File: src/rtl/traffic_light_controller_if.sv
// Timer handshake between the intersection controller (master) and the 1 Hz countdown timer (slave).
interface traffic_light_controller_if;
  logic       start_timer;
  logic [4:0] value;
  logic       expired;

  modport master (output start_timer, output value, input expired);
  modport slave  (input start_timer, input value, output expired);
endinterface

File: src/rtl/traffic_light_controller.sv
// Two-road intersection sequencer with a pedestrian walk phase and run-time programmable intervals.
// Drives an external countdown timer: a start pulse on every state entry, then waits on expired.
module traffic_light_controller #(
  parameter logic [3:0] T_BASE_DEF = 4'd6,
  parameter logic [3:0] T_EXT_DEF  = 4'd3,
  parameter logic [3:0] T_YEL_DEF  = 4'd2
) (
  input  logic                              clock,
  input  logic                              reset,
  input  logic                              sensor,
  input  logic                              walk_request,
  input  logic                              reprogram,
  input  logic [1:0]                        prog_sel,
  input  logic [3:0]                        prog_value,
  traffic_light_controller_if.master        timer,
  output logic [2:0]                        main_lights,
  output logic [2:0]                        side_lights,
  output logic                              walk_lamp,
  output logic [2:0]                        state_dbg
);

  typedef enum logic [2:0] {
    MG  = 3'd0,
    MY  = 3'd1,
    WK  = 3'd2,
    SG  = 3'd3,
    SGX = 3'd4,
    SY  = 3'd5
  } state_t;

  state_t     state;
  state_t     next_state;
  logic [1:0] age;
  logic       restart;
  logic       entry;
  logic       settled;
  logic [3:0] t_base;
  logic [3:0] t_ext;
  logic [3:0] t_yel;
  logic [3:0] interval;
  logic       walk_pending;
  logic       prog_write;
  logic [3:0] prog_clamped;

  assign prog_write   = reprogram && (prog_sel != 2'b11);
  assign prog_clamped = (prog_value == 4'd0) ? 4'd1 : prog_value;

  // age counts cycles since state entry: 0 = entry (pulse), 1 = timer loading, 2 = expired valid
  assign entry   = (age == 2'd0);
  assign settled = (age == 2'd2);

  always_ff @(posedge clock) begin
    if (reset) begin
      state <= MG;
      age   <= 2'd0;
    end else begin
      state <= next_state;
      if (restart)
        age <= 2'd0;
      else if (!settled)
        age <= age + 2'd1;
    end
  end

  always_comb begin
    next_state = state;
    restart    = 1'b0;
    if (prog_write) begin
      next_state = MG;
      restart    = 1'b1;
    end else if (settled && timer.expired) begin
      case (state)
        MG:      next_state = (sensor || walk_pending) ? MY : MG;
        MY:      next_state = walk_pending ? WK : SG;
        WK:      next_state = SG;
        SG:      next_state = sensor ? SGX : SY;
        SGX:     next_state = SY;
        SY:      next_state = MG;
        default: next_state = MG;
      endcase
      restart = (next_state != state);
    end
  end

  always_ff @(posedge clock) begin
    if (reset) begin
      t_base       <= T_BASE_DEF;
      t_ext        <= T_EXT_DEF;
      t_yel        <= T_YEL_DEF;
      walk_pending <= 1'b0;
    end else begin
      // A request in the walk entry cycle survives the clear so it is served next round
      walk_pending <= walk_request || (walk_pending && !(entry && state == WK));
      if (prog_write) begin
        case (prog_sel)
          2'b00:   t_base <= prog_clamped;
          2'b01:   t_ext  <= prog_clamped;
          2'b10:   t_yel  <= prog_clamped;
          default: ;
        endcase
      end
    end
  end

  always_comb begin
    interval    = t_base;
    main_lights = 3'b100;
    side_lights = 3'b100;
    walk_lamp   = 1'b0;
    case (state)
      MG: begin
        interval    = t_base;
        main_lights = 3'b001;
      end
      MY: begin
        interval    = t_yel;
        main_lights = 3'b010;
      end
      WK: begin
        interval  = t_ext;
        walk_lamp = 1'b1;
      end
      SG: begin
        interval    = t_base;
        side_lights = 3'b001;
      end
      SGX: begin
        interval    = t_ext;
        side_lights = 3'b001;
      end
      SY: begin
        interval    = t_yel;
        side_lights = 3'b010;
      end
      default: ;
    endcase
  end

  assign timer.start_timer = entry && !reset;
  assign timer.value       = timer.start_timer ? {1'b0, interval} : 5'd0;
  assign state_dbg         = state;

endmodule

File: src/flat_wrapper.sv
// flat-port wrapper written by rule: the top's interface ports become plain ports
module traffic_light_controller_flat 
#(
  parameter logic [3:0] T_BASE_DEF = 4'd6,
  parameter logic [3:0] T_EXT_DEF  = 4'd3,
  parameter logic [3:0] T_YEL_DEF  = 4'd2
)
  (clock, reset, sensor, walk_request, reprogram, prog_sel, prog_value, main_lights, side_lights, walk_lamp, state_dbg, timer_start_timer, timer_value, timer_expired);
  traffic_light_controller_if timer_i ();
  input  logic clock;
  input  logic reset;
  input  logic sensor;
  input  logic walk_request;
  input  logic reprogram;
  input  logic [1:0] prog_sel;
  input  logic [3:0] prog_value;
  output logic [2:0] main_lights;
  output logic [2:0] side_lights;
  output logic walk_lamp;
  output logic [2:0] state_dbg;
  output wire logic [$bits(timer_i.start_timer)-1:0] timer_start_timer;
  output wire logic [$bits(timer_i.value)-1:0] timer_value;
  input wire logic [$bits(timer_i.expired)-1:0] timer_expired;
  assign timer_start_timer = timer_i.start_timer;
  assign timer_value = timer_i.value;
  assign timer_i.expired = timer_expired;
  traffic_light_controller #(.T_BASE_DEF(T_BASE_DEF), .T_EXT_DEF(T_EXT_DEF), .T_YEL_DEF(T_YEL_DEF)) u_core (.clock(clock), .reset(reset), .sensor(sensor), .walk_request(walk_request), .reprogram(reprogram), .prog_sel(prog_sel), .prog_value(prog_value), .timer(timer_i), .main_lights(main_lights), .side_lights(side_lights), .walk_lamp(walk_lamp), .state_dbg(state_dbg));
endmodule
File: config.mk
export PLATFORM = sky130hd
export DESIGN_NAME = traffic_light_controller_flat
export DESIGN_NICKNAME = d
export VERILOG_FILES = /design/src/rtl/traffic_light_controller_if.sv /design/src/rtl/traffic_light_controller.sv /design/src/flat_wrapper.sv
export SDC_FILE = /design/constraint.sdc
export NUM_CORES = 1
export LEC_CHECK = 0
export BUFFER_PORTS_ARGS = -buffer_cell sky130_fd_sc_hd__buf_2
export CORE_MARGIN = 4
export CORE_UTILIZATION = 50
export DETAILED_ROUTE_END_ITERATION = 6
export PLACE_DENSITY = 0.77
export SLEW_MARGIN = 30
export SYNTH_ARGS = -nofsm -noshare
export SYNTH_HDL_FRONTEND = slang
export SYNTH_SLANG_ARGS = --single-unit
File: constraint.sdc
create_clock -name clock -period 1.6 [get_ports clock]
set_input_delay 0.24 -clock clock [delete_from_list [all_inputs] [get_ports clock]]
set_output_delay 0.24 -clock clock [all_outputs]
set_load 0.05 [all_outputs]
======== After elaboration in Yosys (flattened, before gate mapping) ========
Index checks and enable logic that the tools add are counted.
operators by class
  shift-type cells ........................ 0
  eq/ne operators ......................... 10
  reduce and logical (&&, ||, !) cells .... 21
  divide/modulo/power cells ............... 0
  muxes and demuxes ....................... 14
  $mul .................................... 0
  magnitude comparators ................... 0
  bitwise gates (word level) .............. 0
  add/subtract/negate cells ............... 1
operators by type and width
  kind                                            number
  case mux 3 bit (5 select lines)                 1
  case mux 3 bit (2 select lines)                 2
  OR reduction 2 bit                              5
  2-to-1 mux 4 bit                                2
  case mux 4 bit (2 select lines)                 1
  == test 3 x 2 -> 1 bit (second input constant)  2
  == test 3 bit (second input constant)           2
  2-to-1 mux 1 bit                                6
  2-to-1 mux 3 bit                                2
  AND reduction 2 bit                             3
  logical AND 1 bit                               5
  == test 2 bit (second input constant)           2
  zero test 2 bit                                 2
  zero test 4 bit                                 1
  == test 3 x 1 -> 1 bit (second input constant)  1
  zero test 3 bit                                 1
  inequality test 3 bit                           1
  adder 2 x 1 -> 2 bit (second input constant)    1
  == test 2 x 1 -> 1 bit (second input constant)  1
  zero test 1 bit                                 2
  logical OR 1 bit                                2
  inequality test 2 bit (second input constant)   1
word-level totals
  input port bits ......................... 12
  memories ................................ 0
  bits in writable memories ............... 0
  memory bits (read-only) ................. 0
  bits in latches ......................... 0
  register bits after elaboration ......... 18

======== Logic depth before layout (Yosys ltp) ========
  word-level depth ........................ 9
  mapped depth ............................ 7

======== Worst setup path after synthesis ========
OpenSTA, ideal clock, no wires.
  path type ............................... register -> output
  start ................................... reg u_core.age[0]
  end ..................................... out timer_value[0]
  data required time ...................... 1360 ps
  path slack .............................. -1395 ps
  path buffers ............................ 0
  data arrival time ....................... 2755 ps
  cell stages (with the launch flop) ...... 6
  cell sequence ........................... dfxtp_1 inv_1 ha_1 nor2b_1 o21ai_0 a211oi_1
on the way
  cells in the longest elaborated chain, start to end .. 3
ends and longest elaborated chain
  item                      line                             RTL
  start: declaration        traffic_light_controller.sv:33   logic [1:0] age;
  start signal: assignment  traffic_light_controller.sv:61   age <= age + 2'd1;
  zero test 2 bit           traffic_light_controller.sv:49   assign entry = (age == 2'd0);
  logical AND 1 bit         traffic_light_controller.sv:139  assign timer.start_timer = entry && !reset;
  net timer_start_timer     flat_wrapper.sv:21               output wire logic [$bits(timer_i.start_timer)-1:0] timer_start_timer;
  2-to-1 mux 4 bit          traffic_light_controller.sv:140  assign timer.value = timer.start_timer ? {1'b0, interval} : 5'd0;
  end: declaration          flat_wrapper.sv:22               output wire logic [$bits(timer_i.value)-1:0] timer_value;
The timed path passes the listed nets, and every way through them passes these cells.

======== Final worst setup path ========
  start ................................... reg u_core.age[1]
  end ..................................... out timer_value[0]
on the way
  cells in the longest elaborated chain, start to end .. 3
ends and longest elaborated chain
  item               line
  zero test 2 bit    traffic_light_controller.sv:49
  logical AND 1 bit  traffic_light_controller.sv:139
  2-to-1 mux 4 bit   traffic_light_controller.sv:140
No other way between the ends.

==> run_results.csv <==
group,metric,value,unit
worst_setup_path,cp_max_fo,5,
cts,clkSinkCount,18,
worst_setup_path,slowest_stage,"dfxtp_2",
final_layout,antennaDiodeCount,0,
drt,final_antenna_net_count,0,
global_route,grt_max_degree,19,
placed_design,port-buffer-count,26,
drt,num_vias,962,
global_route,grt.total_usage,19.45,%
drt,drt_pass1_iterations,4,
outcome,violations,"negative setup slack",
worst_setup_path,path_depth,6,
logic_synthesis,syn-num-nets,134,
timing,fin_skew,0.002516,ns
final_layout,syn2layout_area_growth,47.41,%
pwr,p_leak,0.6039,nW
timing,rsz0062_at_grt,"yes",
timing,fin_ws,-0.1874,ns
worst_setup_path,cpPeakStageDelay,0.34,ns
logic_synthesis,ys_warn_count,0,
logic_synthesis,synth_top_area_share,35.56,%
cts,cts_tree,"done",
logic_synthesis,yosys_register_bits,18,
min_path,min_path_type,"primary input to register",
worst_setup_path,crit_buf_inv,2,
drt,drt_iter0_markers,11,
worst_setup_path,arrival,1.55,ns
worst_setup_path,r2r_slack,0.10,ns
worst_setup_path,r2r_cells,3,
final_layout,post-route-util,76.93,%
pwr,ir_drop,473.1,uV
timing,fin_crit_sh,111.7,%
logic_synthesis,synth_top_area_cell,"dfxtp_1",
logic_synthesis,yosys-top-cells-count,"dfxtp_1, nor2_1, mux2i_1, nand2_1, o21ai_0",
floorplanning,initial_utilization,52.19,%
timing,setup_tns,-0.7332,ns
final_layout,drive_gt1_share,48.37,%
floorplanning,num_rows,16,
cts,clkLatencyLatePin,0.29,ns
final_layout,final_cells,180,
run,drv_cap,0,
global_route,grt_pass1_wl,4015,um
worst_setup_path,path_class,"register to output port",
cts,root_buffer,"clkbuf_4",
cts,cts_buffer_depth,2,
logic_synthesis,ys_async_sr_fraction,0,%
worst_setup_path,cpLargestDelayFamily,"flip-flops",
timing,slew_viol_final,0,
worst_setup_path,endpoint_kind,"output port",
worst_setup_path,cp_cell_sequence,"inv_2 > ha_4 > nor2b_4 > o21ai_2 > a211oi_4 > buf_6",
cts,clkTransAtPathRegs,0.10,ns
placed_design,dp_cells,175,
worst_setup_path,crit_required,1.36,ns
logic_synthesis,ys_top_cells_by_area,"dfxtp_1, mux2i_1, nor2_1, a211o_1, a211oi_1",
logic_synthesis,yosys_most_used_dff,"dfxtp_1",
final_layout,nets,168,
pwr,power.density,699.2,mW/mm^2
floorplanning,core,0.001942,mm^2
logic_synthesis,syn-mean-instance-area,8.446,um^2
logic_synthesis,synth_edf_count,0,
timing,setup_viol,5,
global_route,first_global_vias,934,
logic_synthesis,synth.cell_area,0.001013,mm^2
placed_design,place_congestion,0.7595,
logic_synthesis,ys_seq_area_share,35.56,%
timing,layout_min_cycle_time,1.787,ns
drt,drc,0,
floorplanning,fp.dieW,53.02,um
outcome,status,"finished with violations",
logic_synthesis,synth_cells,120,
drt,wl,2427,um
cts,cts_made_buffers,3,
placed_design,dp_hpwl,1904,um
floorplanning,dieArea,0.002811,mm^2
worst_setup_path,cp-start-kind,"register",
timing,clock.fmax,0.5595,GHz
timing,hold_viol,0,
floorplanning,num_io_pins,28,
global_route,grt_overflow,0,
floorplanning,die_h,53.02,um
global_route,antenna_found_initial,0,
min_path,hold_depth,2,
cts,cts-htree-levels,1,
logic_synthesis,yosysUniqueCellTypes,32,
drt,wire_per_inst,13.48,um
drt,avgViaCountPerCell,5.344,
==> repair_timing <==
item / 4_1_cts / 5_1_grt
cloned: 0 / 0
pin swaps: 10 / 1
buffers inserted: 0 / 1
hold buffers: 0 / 0
endpoints found under the setup margin: 9 / 10
resized for setup: 26 / 6
endpoints found under the hold margin: 0 / 0
==> layout by cell type (no fill, tap or decap), types with 3 or more instances in the layout <==
cell | netlist | final
dfxtp_4 | 0 | 3
nor2_1 | 18 | 13
nand2_1 | 8 | 8
a211oi_4 | 0 | 4
dfxtp_1 | 18 | 13
buf_6 | 1 | 8
a211o_1 | 6 | 6
o22a_1 | 4 | 4
a21oi_1 | 5 | 5
nor2_2 | 0 | 4
nor2b_1 | 4 | 3
clkbuf_4 | 0 | 5
buf_2 | 0 | 17
buf_4 | 1 | 9
o21ai_2 | 0 | 3
nand3b_1 | 3 | 3
mux2i_1 | 8 | 8
==> per-stage QoR <==
| step | cell area, um^2 | total power, mW | worst slack, ns | hold slack (ns) |
|---|---|---|---|---|
| 3_3_place_gp | 1343 | 0.7510 | 0.05429 | 0.4501 |
| 4_1_cts | 1461 | 1.054 | -0.1940 | 0.1462 |
| 6_report | 1494 | 1.045 | -0.1874 | 0.1563 |
| 5_1_grt | 1494 | 1.097 | -0.3053 | 0.1490 |
| 3_5_place_dp | 1343 | 0.7606 | 0.03929 | 0.4533 |
| 2_1_floorplan | 1155 | 0.6943 | -0.2007 | 0.3344 |
==> per-layer routing <==
metal / global-route usage (%) / wire, um / vias up
met5: 0 / 0 / -
met4: 6.383 / 35 / 0
li1: - / - / 493
met1: 22.70 / 1035 / 435
met3: 3.662 / 137 / 4
met2: 35.12 / 1219 / 30
==> final cells by class <==
cell class	instances	area, um^2
multi-input cells	91	765.7
fillers	143	447.9
clock buffers	4	36.28
well taps	27	33.78
inverters	3	11.26
repair buffers	37	272.8
flip-flops and latches	18	374.1
==> power by group <==
| part | total, mW | switching (mW) | leakage [nW] | internal (mW) |
|---|---|---|---|---|
| clock | 0.279 | 0.140 | 0.0210 | 0.139 |
| sequential | 0.486 | 0.0199 | 0.150 | 0.467 |
| combinational | 0.279 | 0.163 | 0.433 | 0.116 |
| total | 1.04 | 0.324 | 0.604 | 0.721 |
==> path summary, 6_finish.rpt <==
path,endpoint,from
max,timer_value[0],u_core.age[1]$_SDFFE_PP0P_
min,u_core.age[0]$_SDFFE_PP0P_,timer_expired
max reg2reg,u_core.age[0]$_SDFFE_PP0P_,u_core.state_dbg[0]$_SDFFE_PP0P_
min reg2reg,u_core.t_yel[2]$_SDFFE_PP0P_,u_core.t_yel[2]$_SDFFE_PP0P_
==> flip-flops by register name, summed over array words and instances, names as in the netlist <==
signal               count
u_core.t_ext             4
u_core.t_yel             4
u_core.state_dbg         3
u_core.t_base            4
u_core.walk_pending      1
u_core.age               2
==> cell families after synthesis <==
family / after synthesis / share of synthesized area (%)
AO/OA/AOI/OAI: 32 / 22.71
XOR/XNOR: 2 / 1.729
adder cells (fa/ha/maj): 2 / 2.469
buffers and inverters: 11 / 5.185
flip-flops: 18 / 35.56
multiplexers: 8 / 7.902
other: 1 / 0.3700
AND/OR/NAND/NOR: 46 / 24.07
==> worst reg2reg max path, stage by stage (launching register included) <==
cell,delay (ns)
dfxtp_4,0.44
buf_4,0.17
or4_4,0.55
a311oi_2,0.26
Note: power is estimated with default switching activity, not from simulation.
